`config.mk`:
```
export PLATFORM = sky130hd
export DESIGN_NAME = lieat_ifu_ifetch_ctrl
export DESIGN_NICKNAME = d
export VERILOG_FILES = /design/src/rtl/lieat_ifu_ifetch_ctrl.sv
export SDC_FILE = /design/constraint.sdc
export NUM_CORES = 1
export LEC_CHECK = 0
export CAP_MARGIN = 25
export CORE_MARGIN = 2
export CORE_UTILIZATION = 44
export DETAILED_ROUTE_END_ITERATION = 10
export PLACE_DENSITY = 0.76
export SYNTH_ARGS = -nofsm -noshare
export SYNTH_HDL_FRONTEND = slang
export SYNTH_SLANG_ARGS = --single-unit
```
`constraint.sdc`:
```
create_clock -name clock -period 2.8 [get_ports clock]
set_input_delay 0.42 -clock clock [delete_from_list [all_inputs] [get_ports clock]]
set_output_delay 0.42 -clock clock [all_outputs]
set_load 0.1 [all_outputs]
```
`src/rtl/lieat_ifu_ifetch_ctrl.sv`:
```
// Instruction-fetch sequencer: issues PCs to imem, tracks in-flight fetches in an in-order slot buffer, streams completed fetches out.
// Latency: PC accept -> rsp_o_valid is 2 cycles with 1-cycle memory; response -> rsp_o_valid is 1 cycle (no bypass).
// Backpressure: rsp_o_ready low holds slots; once occupancy plus pending drops reaches OUTS, pc_ready/mem_req_valid drop.
module lieat_ifu_ifetch_ctrl #(
  parameter int XLEN    = 32,
  parameter int BPU_IDX = 5,
  parameter int OUTS    = 2
) (
  input  logic               clock,
  input  logic               reset,
  input  logic               pc_valid,
  output logic               pc_ready,
  input  logic [XLEN-1:0]    pc_addr,
  input  logic [BPU_IDX-1:0] pc_index,
  input  logic               flush,
  output logic               mem_req_valid,
  input  logic               mem_req_ready,
  output logic [XLEN-1:0]    mem_req_addr,
  input  logic               mem_rsp_valid,
  input  logic [XLEN-1:0]    mem_rsp_data,
  output logic               rsp_o_valid,
  input  logic               rsp_o_ready,
  output logic [XLEN-1:0]    rsp_o_pc,
  output logic [BPU_IDX-1:0] rsp_o_index,
  output logic [XLEN-1:0]    rsp_o_inst
);

  localparam int AW = $clog2(OUTS);
  localparam int PW = AW + 1;
  localparam logic [PW-1:0] PTR_ONE = PW'(1);
  localparam logic [PW:0]   OUTS_W  = (PW + 1)'(OUTS);

  // Pointers carry a wrap bit so full (occ == OUTS) and empty (occ == 0) are distinct.
  logic [PW-1:0] wp_q, wp_d;
  logic [PW-1:0] fp_q, fp_d;
  logic [PW-1:0] rp_q, rp_d;
  logic [PW-1:0] drop_q, drop_d;

  logic [XLEN-1:0]    pc_q   [OUTS];
  logic [XLEN-1:0]    pc_d   [OUTS];
  logic [BPU_IDX-1:0] idx_q  [OUTS];
  logic [BPU_IDX-1:0] idx_d  [OUTS];
  logic [XLEN-1:0]    inst_q [OUTS];
  logic [XLEN-1:0]    inst_d [OUTS];
  logic [OUTS-1:0]    filled_q, filled_d;

  logic [AW-1:0] wp_slot, fp_slot, rp_slot;
  logic [PW-1:0] occ;
  logic [PW-1:0] pending;
  logic          can_issue;
  logic          accept;
  logic          pop;

  assign wp_slot = wp_q[AW-1:0];
  assign fp_slot = fp_q[AW-1:0];
  assign rp_slot = rp_q[AW-1:0];
  assign occ     = wp_q - rp_q;

  // Responses still owed by memory that will be discarded if a flush happens now:
  // existing drops plus every issued-but-unfilled slot.
  assign pending = drop_q + (wp_q - fp_q);

  // Slots and drop credits share the OUTS budget so a flush can never let
  // more requests be in flight than memory responses we can account for.
  assign can_issue = (({1'b0, occ} + {1'b0, drop_q}) < OUTS_W);

  // Issue handshake is purely combinational; the PC goes straight to memory.
  assign mem_req_valid = pc_valid & can_issue & ~flush;
  assign pc_ready      = mem_req_ready & can_issue & ~flush;
  assign mem_req_addr  = pc_addr;

  assign rsp_o_valid = filled_q[rp_slot] & (occ != '0) & ~flush;
  assign rsp_o_pc    = pc_q[rp_slot];
  assign rsp_o_index = idx_q[rp_slot];
  assign rsp_o_inst  = inst_q[rp_slot];

  assign accept = pc_valid & pc_ready;
  assign pop    = rsp_o_valid & rsp_o_ready;

  // Next-state for pointers, drop counter and slot contents.
  always_comb begin
    wp_d     = wp_q;
    fp_d     = fp_q;
    rp_d     = rp_q;
    drop_d   = drop_q;
    filled_d = filled_q;
    pc_d     = pc_q;
    idx_d    = idx_q;
    inst_d   = inst_q;

    if (flush) begin
      // Collapse the buffer onto rp; everything unfilled becomes a drop credit,
      // and a response landing this same cycle consumes one of them.
      wp_d     = rp_q;
      fp_d     = rp_q;
      filled_d = '0;
      if (mem_rsp_valid && (pending != '0)) begin
        drop_d = pending - PTR_ONE;
      end else begin
        drop_d = pending;
      end
    end else begin
      if (accept) begin
        pc_d[wp_slot]     = pc_addr;
        idx_d[wp_slot]    = pc_index;
        filled_d[wp_slot] = 1'b0;
        wp_d              = wp_q + PTR_ONE;
      end

      if (mem_rsp_valid) begin
        if (drop_q != '0) begin
          drop_d = drop_q - PTR_ONE;
        end else if (fp_q != wp_q) begin
          inst_d[fp_slot]   = mem_rsp_data;
          filled_d[fp_slot] = 1'b1;
          fp_d              = fp_q + PTR_ONE;
        end
        // A response with nothing outstanding is a memory protocol error and is ignored.
      end

      if (pop) begin
        filled_d[rp_slot] = 1'b0;
        rp_d              = rp_q + PTR_ONE;
      end
    end
  end

  // State registers; reset abandons all fetches and clears every slot field.
  always_ff @(posedge clock or negedge reset) begin
    if (!reset) begin
      wp_q     <= '0;
      fp_q     <= '0;
      rp_q     <= '0;
      drop_q   <= '0;
      filled_q <= '0;
      for (int i = 0; i < OUTS; i++) begin
        pc_q[i]   <= '0;
        idx_q[i]  <= '0;
        inst_q[i] <= '0;
      end
    end else begin
      wp_q     <= wp_d;
      fp_q     <= fp_d;
      rp_q     <= rp_d;
      drop_q   <= drop_d;
      filled_q <= filled_d;
      for (int i = 0; i < OUTS; i++) begin
        pc_q[i]   <= pc_d[i];
        idx_q[i]  <= idx_d[i];
        inst_q[i] <= inst_d[i];
      end
    end
  end

endmodule

```
After elaboration in Yosys (flattened, before gate mapping)
Index checks and enable logic that the tools add are counted.
{"block": "totals", "out_inout_bits": 104, "inputBits": 76, "word_cells": 114, "register_bits": 148}
{"block": "op_classes", "bitwise": 18, "addsub": 9, "n_reduce_logical": 18, "mux": 44, "n_lt_le_gt_ge": 12, "eq_ne": 2}
{"op": "two-way mux 32 bit", "n": 8}
{"op": "bitwise mux 64 bit", "n": 2}
{"op": "demux 32 bit (select 1 bit)", "n": 2}
{"op": "two-way mux 2 bit", "n": 18}
{"op": "two-way mux 5 bit", "n": 4}
{"op": "nonzero test 2 bit", "n": 7}
{"op": "bitwise mux 10 bit", "n": 1}
{"op": "bitwise AND 1 bit", "n": 8}
{"op": "adder 2 x 1 -> 2 bit (second input constant)", "n": 3}
{"op": "greater-or-equal comparator 2 bit (second input constant)", "n": 3}
{"op": "logical AND 1 bit", "n": 6}
{"op": "< comparator 1 x 2 -> 1 bit (second input constant)", "n": 3}
{"op": "inverter 1 -> 2 bit", "n": 3}
{"op": "AND reduction 2 bit", "n": 3}
{"op": "demux 5 bit (select 1 bit)", "n": 1}
{"op": "two-way mux 1 bit", "n": 5}
{"op": "bitwise AND 2 bit", "n": 2}
{"op": "< comparator 2 x 1 -> 1 bit (second input constant)", "n": 2}
{"op": "inverter 2 bit", "n": 2}
{"op": "AND reduction 4 bit", "n": 1}
{"op": "subtractor 2 x 1 -> 2 bit (second input constant)", "n": 2}
{"op": "subtractor 2 bit", "n": 2}
{"op": "adder 2 x 2 -> 3 bit", "n": 1}
{"op": "demux 1 bit (select 1 bit)", "n": 3}
{"op": "8 further kinds", "n": 11}

Depth between registers and ports, before layout
Gate-level depths: netlist (run 1).
{"block": "depth", "ltp_word": 16, "mapped_depth": 11, "depth_no_buf": 11}

Least setup slack after synthesis (run 1)
OpenSTA, ideal clock, no wires.
{"block": "synth_path", "kind": "reg-to-reg", "startpoint": "reg wp_q[0]", "endpoint": "reg pc_q[12] (netlist name)", "setup_time_ns": 0.125, "path_slack_ns": -0.626, "arrival_ns": 3.301, "stages_incl_launch_ff": 10, "n_path_buf": 2, "synth_period_minus_slack_ns": 3.426, "required_ns": 2.675, "cell_sequence": "dfrtp_1 inv_1 ha_1 xnor3_1 fa_1 and4b_1 and3_1 buf_2 buf_2 mux2_2"}
{"block": "synth_between", "elab_chain_cells": 7, "elab_cells_between_ends": 14, "classes_between": "add/sub (2); order compare (3); mux (3); bitwise (4); reduce/logical (2)"}
{"item": "from (decl)", "line": "34", "source": "logic [PW-1:0] wp_q, wp_d;"}
{"item": "from (signal assigned)", "line": "142", "source": "wp_q <= wp_d;"}
{"item": "subtractor 2 bit", "line": "57", "source": "assign occ = wp_q - rp_q;"}
{"item": "adder 2 x 2 -> 3 bit", "line": "65", "source": "assign can_issue = (({1'b0, occ} + {1'b0, drop_q}) < OUTS_W);"}
{"item": "< comparator 3 x 2 -> 1 bit", "line": "65"}
{"item": "bitwise AND 1 bit (2 in a row)", "line": "69", "source": "assign pc_ready = mem_req_ready & can_issue & ~flush;"}
{"item": "net pc_ready", "line": "12", "source": "output logic pc_ready,"}
{"item": "bitwise AND 1 bit", "line": "77", "source": "assign accept = pc_valid & pc_ready;"}
{"item": "AND reduction 2 bit (no source line)"}
{"item": "to (signal, indexed assignment)", "line": "148", "source": "pc_q[i] <= pc_d[i];"}
{"item": "to (decl)", "line": "39", "source": "logic [XLEN-1:0] pc_q [OUTS];"}
The timed path passes the listed nets, and every way through them passes these cells.
A chain may end at the register's enable or synchronous reset.

Worst setup path in the final report (run 1)
{"block": "layout_path", "startpoint": "reg rp_q[0]", "endpoint": "out mem_req_valid"}
{"block": "layout_between", "elab_chain_cells": 5}
{"item": "from (decl)", "line": "36", "source": "logic [PW-1:0] rp_q, rp_d;"}
{"item": "from (signal assigned)", "line": "144", "source": "rp_q <= rp_d;"}
{"item": "subtractor 2 bit", "line": "57"}
{"item": "adder 2 x 2 -> 3 bit", "line": "65"}
{"item": "< comparator 3 x 2 -> 1 bit", "line": "65"}
{"item": "bitwise AND 1 bit (2 in a row)", "line": "68", "source": "assign mem_req_valid = pc_valid & can_issue & ~flush;"}
{"item": "to (decl)", "line": "16", "source": "output logic mem_req_valid,"}
No other way between the ends.

==> metrics.txt, run 1 <==
Yosys cell types=35; fin nets=713; synth cell count leaders=mux2_2 (207), dfrtp_1 (148), buf_4 (35); Final setup viols=1; DR WL met3=1377 um; metal2 WL=7305 um; Hold Fails Final Rpt=0; Ports=180; Root Driver=clkbuf_16; CP startpoint=rp_q[0]$_DFFE_PN0P_; clk slew on worst S/H paths=60 ps; number of max-cap violations=0; Routed Antenna Nets=0; # DRC=0; wl on met1=6370 um; Initial Util=45.35%; R2R Path End=idx_q[6]$_DFFE_PN0P_; Final Cycle Share=101.2%; Worst EP arrival=2410 ps; routability cong.=0.7627; uppermost layer routed=met4; Setup Buffers After CTS=0; post-synthesis mux area share=34.15%; failing checks=setup timing; first-pass detailed-route iteration total=4; Skew-Pair Late Insertion Delay=410 ps; Final Max Tran Viols=0; num rows=45; worst setup path category=register to output port; CP Max Fanout=3; Total GRT Usage=18.77%; CTS tree=yes; status=finished with violations; number of global-route vias before repair=4,749; area share of the largest cell type after synthesis=53.52%; final critical-path required period=2833 ps; FF+latch count, synth=148; Die X=129.4 um; Compound-Gate Fraction of Synth Area=1.157%; final wirelength=15,220 um; critical path endpoint=mem_req_valid; worst path required time=2380 ps; Fmax=353.0 MHz; Vias per Instance=5.023; clock sinks=148; Seq/Total Area, Yosys=53.52%; Post-Synth XOR/XNOR Area=1.591%; HPWL Detailed=10,610 um; count of yosys warnings during synthesis=0; initial antenna violation count=0; DR vias=4,295; Wirelength per Cell=17.80 um; Synth Net Count=557; Reg2Reg Launch Point=rp_q[0]$_DFFE_PN0P_; main combinational cell family by area after synthesis=multiplexers; remaining global-route overflow=0; core area=0.01526 mm^2; Antenna Cells=0; largest net degree at the start of global routing=75; H-tree levels=4; Iter 0 DRT Violations=231; Synth Flop Type=dfrtp_1; Async S/R FF share, synth=100.0%; Post-Syn Area per Cell=14.57 um^2; R2R setup slack=120 ps; Die Footprint=0.01675 mm^2; final clock skew=4.722 ps; fraction of layout cells with a size suffix above 1=57.45%; Post-Syn Area=0.006920 mm^2; cell taking the most area after synthesis=dfrtp_1; Hold Path Class=register to register; global-route wire length before repair=24,270 um; Synth Instances=475; area share of and/or/nand/nor cells after synthesis=2.694%; RSZ-0062 raised after global routing=true; r2r worst-path depth=7; Filler cells=1,050; Crit. End Element=output port; hold slack final=486.7 ps; DIE HEIGHT=129.4 um; setup ws final=-33.24 ps; Worst Hold Depth=1; Fin Setup TNS=-33.24 ps; Post-synth EDFFs=0; most frequent cell after synthesis=mux2_2; Post-Synth Adder-Cell Area=1.193%; CTS Buf Count=17; Worst-Margin Slew=747.2 ps; P&R area growth vs syn=48.56%; clk buf depth=2; Slew headroom=50.19%; Port Buffers=179; Setup crit start kind=register; main area contributors after synthesis=dfrtp_1 (54%), mux2_2 (34%), buf_4 (3.8%); DP Worst Slack=148.3 ps
-- worst min path at each step --
stage                                       from                endpoint  slack (ps)
after global placement                     reset    pc_q[16]$_DFFE_PN0P_         390
after global routing      inst_q[46]$_DFFE_PN0P_  inst_q[46]$_DFFE_PN0P_         520
after CTS                 inst_q[38]$_DFFE_PN0P_  inst_q[38]$_DFFE_PN0P_         490
final                     inst_q[38]$_DFFE_PN0P_  inst_q[38]$_DFFE_PN0P_         490
after detailed placement                   reset    pc_q[16]$_DFFE_PN0P_         400
after floorplan                            reset   drop_q[0]$_DFFE_PN0P_         120
-- metrics by stage --
| step | area, um^2 | instances | utilization, % |
|---|---|---|---|
| 4_1_cts | 10280 | 855 | 67.38 |
| 2_1_floorplan | 7157 | 475 | - |
| 6_report | 10280 | 855 | 67.38 |
| 3_3_place_gp | 9583 | 822 | 62.80 |
| 3_5_place_dp | 9583 | 822 | 62.80 |
| 5_1_grt | 10280 | 855 | 67.38 |
-- repair_timing --
item	in CTS	in global routing
hold buffers	1	0
gates resized for setup	3	0
endpoints found under the setup margin	2	1
gates cloned	0	0
endpoints found under the hold margin	52	0
-- flip-flops by register name (all words and copies together), names as in the netlist --
name,cells
drop_q,2
inst_q,64
idx_q,10
fp_q,2
pc_q,64
filled_q,2
rp_q,2
wp_q,2
-- worst max-delay path, stage by stage (launching register included) --
cell and delay, ps:
dfrtp_4 490, ha_4 240, nand2b_4 140, fa_1 560, and2_4 180, and3b_2 210
buf_12 170
-- per-layer routing --
metal	up-vias	GRT usage [%]
li1	1972	-
met1	2172	23.04
met2	138	30.31
met3	13	8.382
met4	0	5.187
met5	-	0
-- cell type report --
class                           instances  area, um^2  share of cell area, %
Timing Repair Buffer                  193        2608                  25.36
Tap cell                              211       264.0                  2.568
Sequential cell                       148        3707                  36.06
Inverter                                5       18.77                 0.1825
Clock inverter                         15       255.2                  2.483
Multi-Input combinational cell        266        3003                  29.21
Clock buffer                           17       425.4                  4.138
-- kinds of logic (layout without fill, tap and decap cells) --
| logic type | after synthesis | in the layout |
|---|---|---|
| flip-flops | 148 | 148 |
| AO/OA/AOI/OAI | 11 | 11 |
| buffers and inverters | 61 | 230 |
| XOR/XNOR | 11 | 11 |
| multiplexers | 210 | 210 |
| AND/OR/NAND/NOR | 28 | 28 |
| adder cells (fa/ha/maj) | 6 | 6 |
-- placed cells by master, fill, tap and decap left out, types with 3 or more instances in the layout --
master	Yosys	layout
clkinvlp_4	0	3
buf_4	35	39
clkdlybuf4s50_1	0	74
clkbuf_16	0	17
a211oi_1	3	3
mux2_2	207	169
nor2b_1	3	3
xnor2_1	8	8
clkinv_4	0	5
mux2_4	0	38
dfrtp_1	148	147
ha_1	5	4
inv_1	5	4
buf_12	0	77
bufinv_16	0	6
nor2_1	5	5
Power of run 1 is left out: the tool's default activity adds up to more than one toggle a clock period on the data nets, which glitch-free logic cannot reach.
==> inputs of run 2 (changes only) <==
Settings changed: REMOVE_ABC_BUFFERS from default to 1.
==> run 2 against run 1 <==
  * The flow now finishes without violations
  * Register-to-register slack worse by 40 ps
  * Sequential share of layout area increased by 0.63 points
  * Via count is 1.1% higher
  * Routed wire length up 2.0%
  * Count of clock-buffer cells in the layout is 3 higher
  * Die area stayed put
  * Critical endpoint unchanged
==> metrics.txt, run 2 (synthesis gave the netlist of run 1 again) <==
Multi-input gate area=0.002849 mm^2; CP Max Fanout=3; Antenna Cells=0; Final Max Tran Viols=0; CTS tree=yes; most frequent cells in the layout=mux2_2 (207), dfrtp_1 (147), buf_12 (75); routability cong.=0.7950; H-tree levels=4; final critical-path required period=2773 ps; clk buf depth=2; remaining global-route overflow=0; Initial Util=45.35%; CP max stage delay=540 ps; Skew-Pair Late Insertion Delay=420 ps; Total GRT Usage=19.41%; CP delay by family, top=adder cells; largest net degree at the start of global routing=75; Hold Fails Final Rpt=0; Hold Path Class=input pin to async pin; Cell Chain, Critical Path=ha_4 -> xnor3_1 -> fa_1 -> and2_4 -> and3b_2 -> buf_12; Final Cycle Share=99.03%; # DRC=0; worst setup path category=register to output port; Worst EP arrival=2350 ps; Iter 0 DRT Violations=167; Worst-Margin Slew=744.2 ps; Final setup viols=0; clock sinks=148; commonest non-fill, non-tap cell in the layout=mux2_2; global-route wire length before repair=25,030 um; non-filler cells, final=859; number of global-route vias before repair=4,816; final wirelength=15,520 um; Port Buffers=179; Routed Antenna Nets=0; CP bufs+invs=1; Vias per Instance=5.055; CTS Hold Buffers Added=0; final clock skew=11.26 ps; DIE HEIGHT=129.4 um; core area=0.01526 mm^2; CTS Buf Count=17; fraction of layout cells with a size suffix above 1=57.56%; Ports=180; status=finished clean; Slowest cell on crit path=fa_1; first-pass detailed-route iteration total=4; CP startpoint=rp_q[0]$_DFFE_PN0P_; fin nets=717; P&R area growth vs syn=46.01%; worst path required time=2380 ps; Setup crit start kind=register; register area=0.003707 mm^2; largest registers=inst_q x64, pc_q x64, idx_q x10; Filler cells=1,068; Slew headroom=50.39%; RSZ-0062 raised after global routing=true; initial antenna violation count=0; Crit. End Element=output port; Wirelength per Cell=18.06 um; Fmax=360.6 MHz; HPWL Detailed=10,910 um; Reg2Reg Launch Point=rp_q[0]$_DFFE_PN0P_; Cells after DPL=823; Root Driver=clkbuf_16; Die X=129.4 um; Die Footprint=0.01675 mm^2; num rows=45; number of max-cap violations=0; DR vias=4,342; clk slew on worst S/H paths=60 ps
run 2: cell types whose count changed in the layout (fill, tap and decap cells not counted), moves of 3 or more:
cell / before / now
clkinvlp_4: 3 / 0
mux2_2: 169 / 207
mux2_4: 38 / 0
clkinv_4: 5 / 0
buf_4: 39 / 46
clkinv_2: 0 / 4
run 2: cell type report:
type / instances / area share [%]
clock inverter: 12 / 1.969
multi-input combinational: 266 / 28.19
inverter: 5 / 0.1857
timing repair buffer: 197 / 25.83
sequential: 148 / 36.69
tap: 211 / 2.613
clock buffer: 20 / 4.520
run 2: worst register-to-register path, stage by stage, from the launching register on:
cell	delay, ps
dfrtp_4	490
ha_4	160
xnor3_1	220
fa_1	540
and4b_1	220
buf_4	120
and3_2	300
buf_12	200
mux2_2	360
run 2: final timing paths:
path | endpoint | slack [ps] | cells after the start
setup reg to reg | pc_q[50]$_DFFE_PN0P_ | 80 | 8
hold / removal | pc_q[41]$_DFFE_PN0P_ | 6 | 1
setup / recovery | mem_req_valid | 30 | 6
max in group asynchronous | rp_q[0]$_DFFE_PN0P_ | 1910 | 2
min in group clock | inst_q[36]$_DFFE_PN0P_ | 500 | 1
hold reg to reg | inst_q[36]$_DFFE_PN0P_ | 500 | 1
run 2: layer usage:
metal  wire (um)  share of wire (%)  vias up  GRT usage [%]
met5           0                  0        -              0
met4         383                2.5        0          7.843
met3         790                5.1       22          5.945
met2        8224                 53      116          33.28
met1        6119                 39     2229          22.86
li1            -                  -     1975              -
run 2: through the flow:
stage / instance area [um^2] / hold WS [ps] / setup TNS (ps) / setup WS, ps / util, %
after floorplan: 6545 / 124.4 / -217340 / -2620 / -
after global placement: 9392 / 450.2 / 0 / 232.2 / 61.55
after detailed placement: 9392 / 468.8 / 0 / 166.7 / 61.55
after CTS: 10050 / 19.53 / 0 / 0.4334 / 65.90
after global routing: 10100 / 58.40 / -74.70 / -51.02 / 66.22
final: 10100 / 6.216 / 0 / 27.17 / 66.22
run 2: what timing repair did:
| item | in CTS | in global routing |
|---|---|---|
| buffers inserted | 0 | 4 |
| pin swaps | 1 | 1 |
| resized for setup | 3 | 3 |
| setup endpoints to repair | 2 | 2 |
Power of run 2 is left out for the same reason.
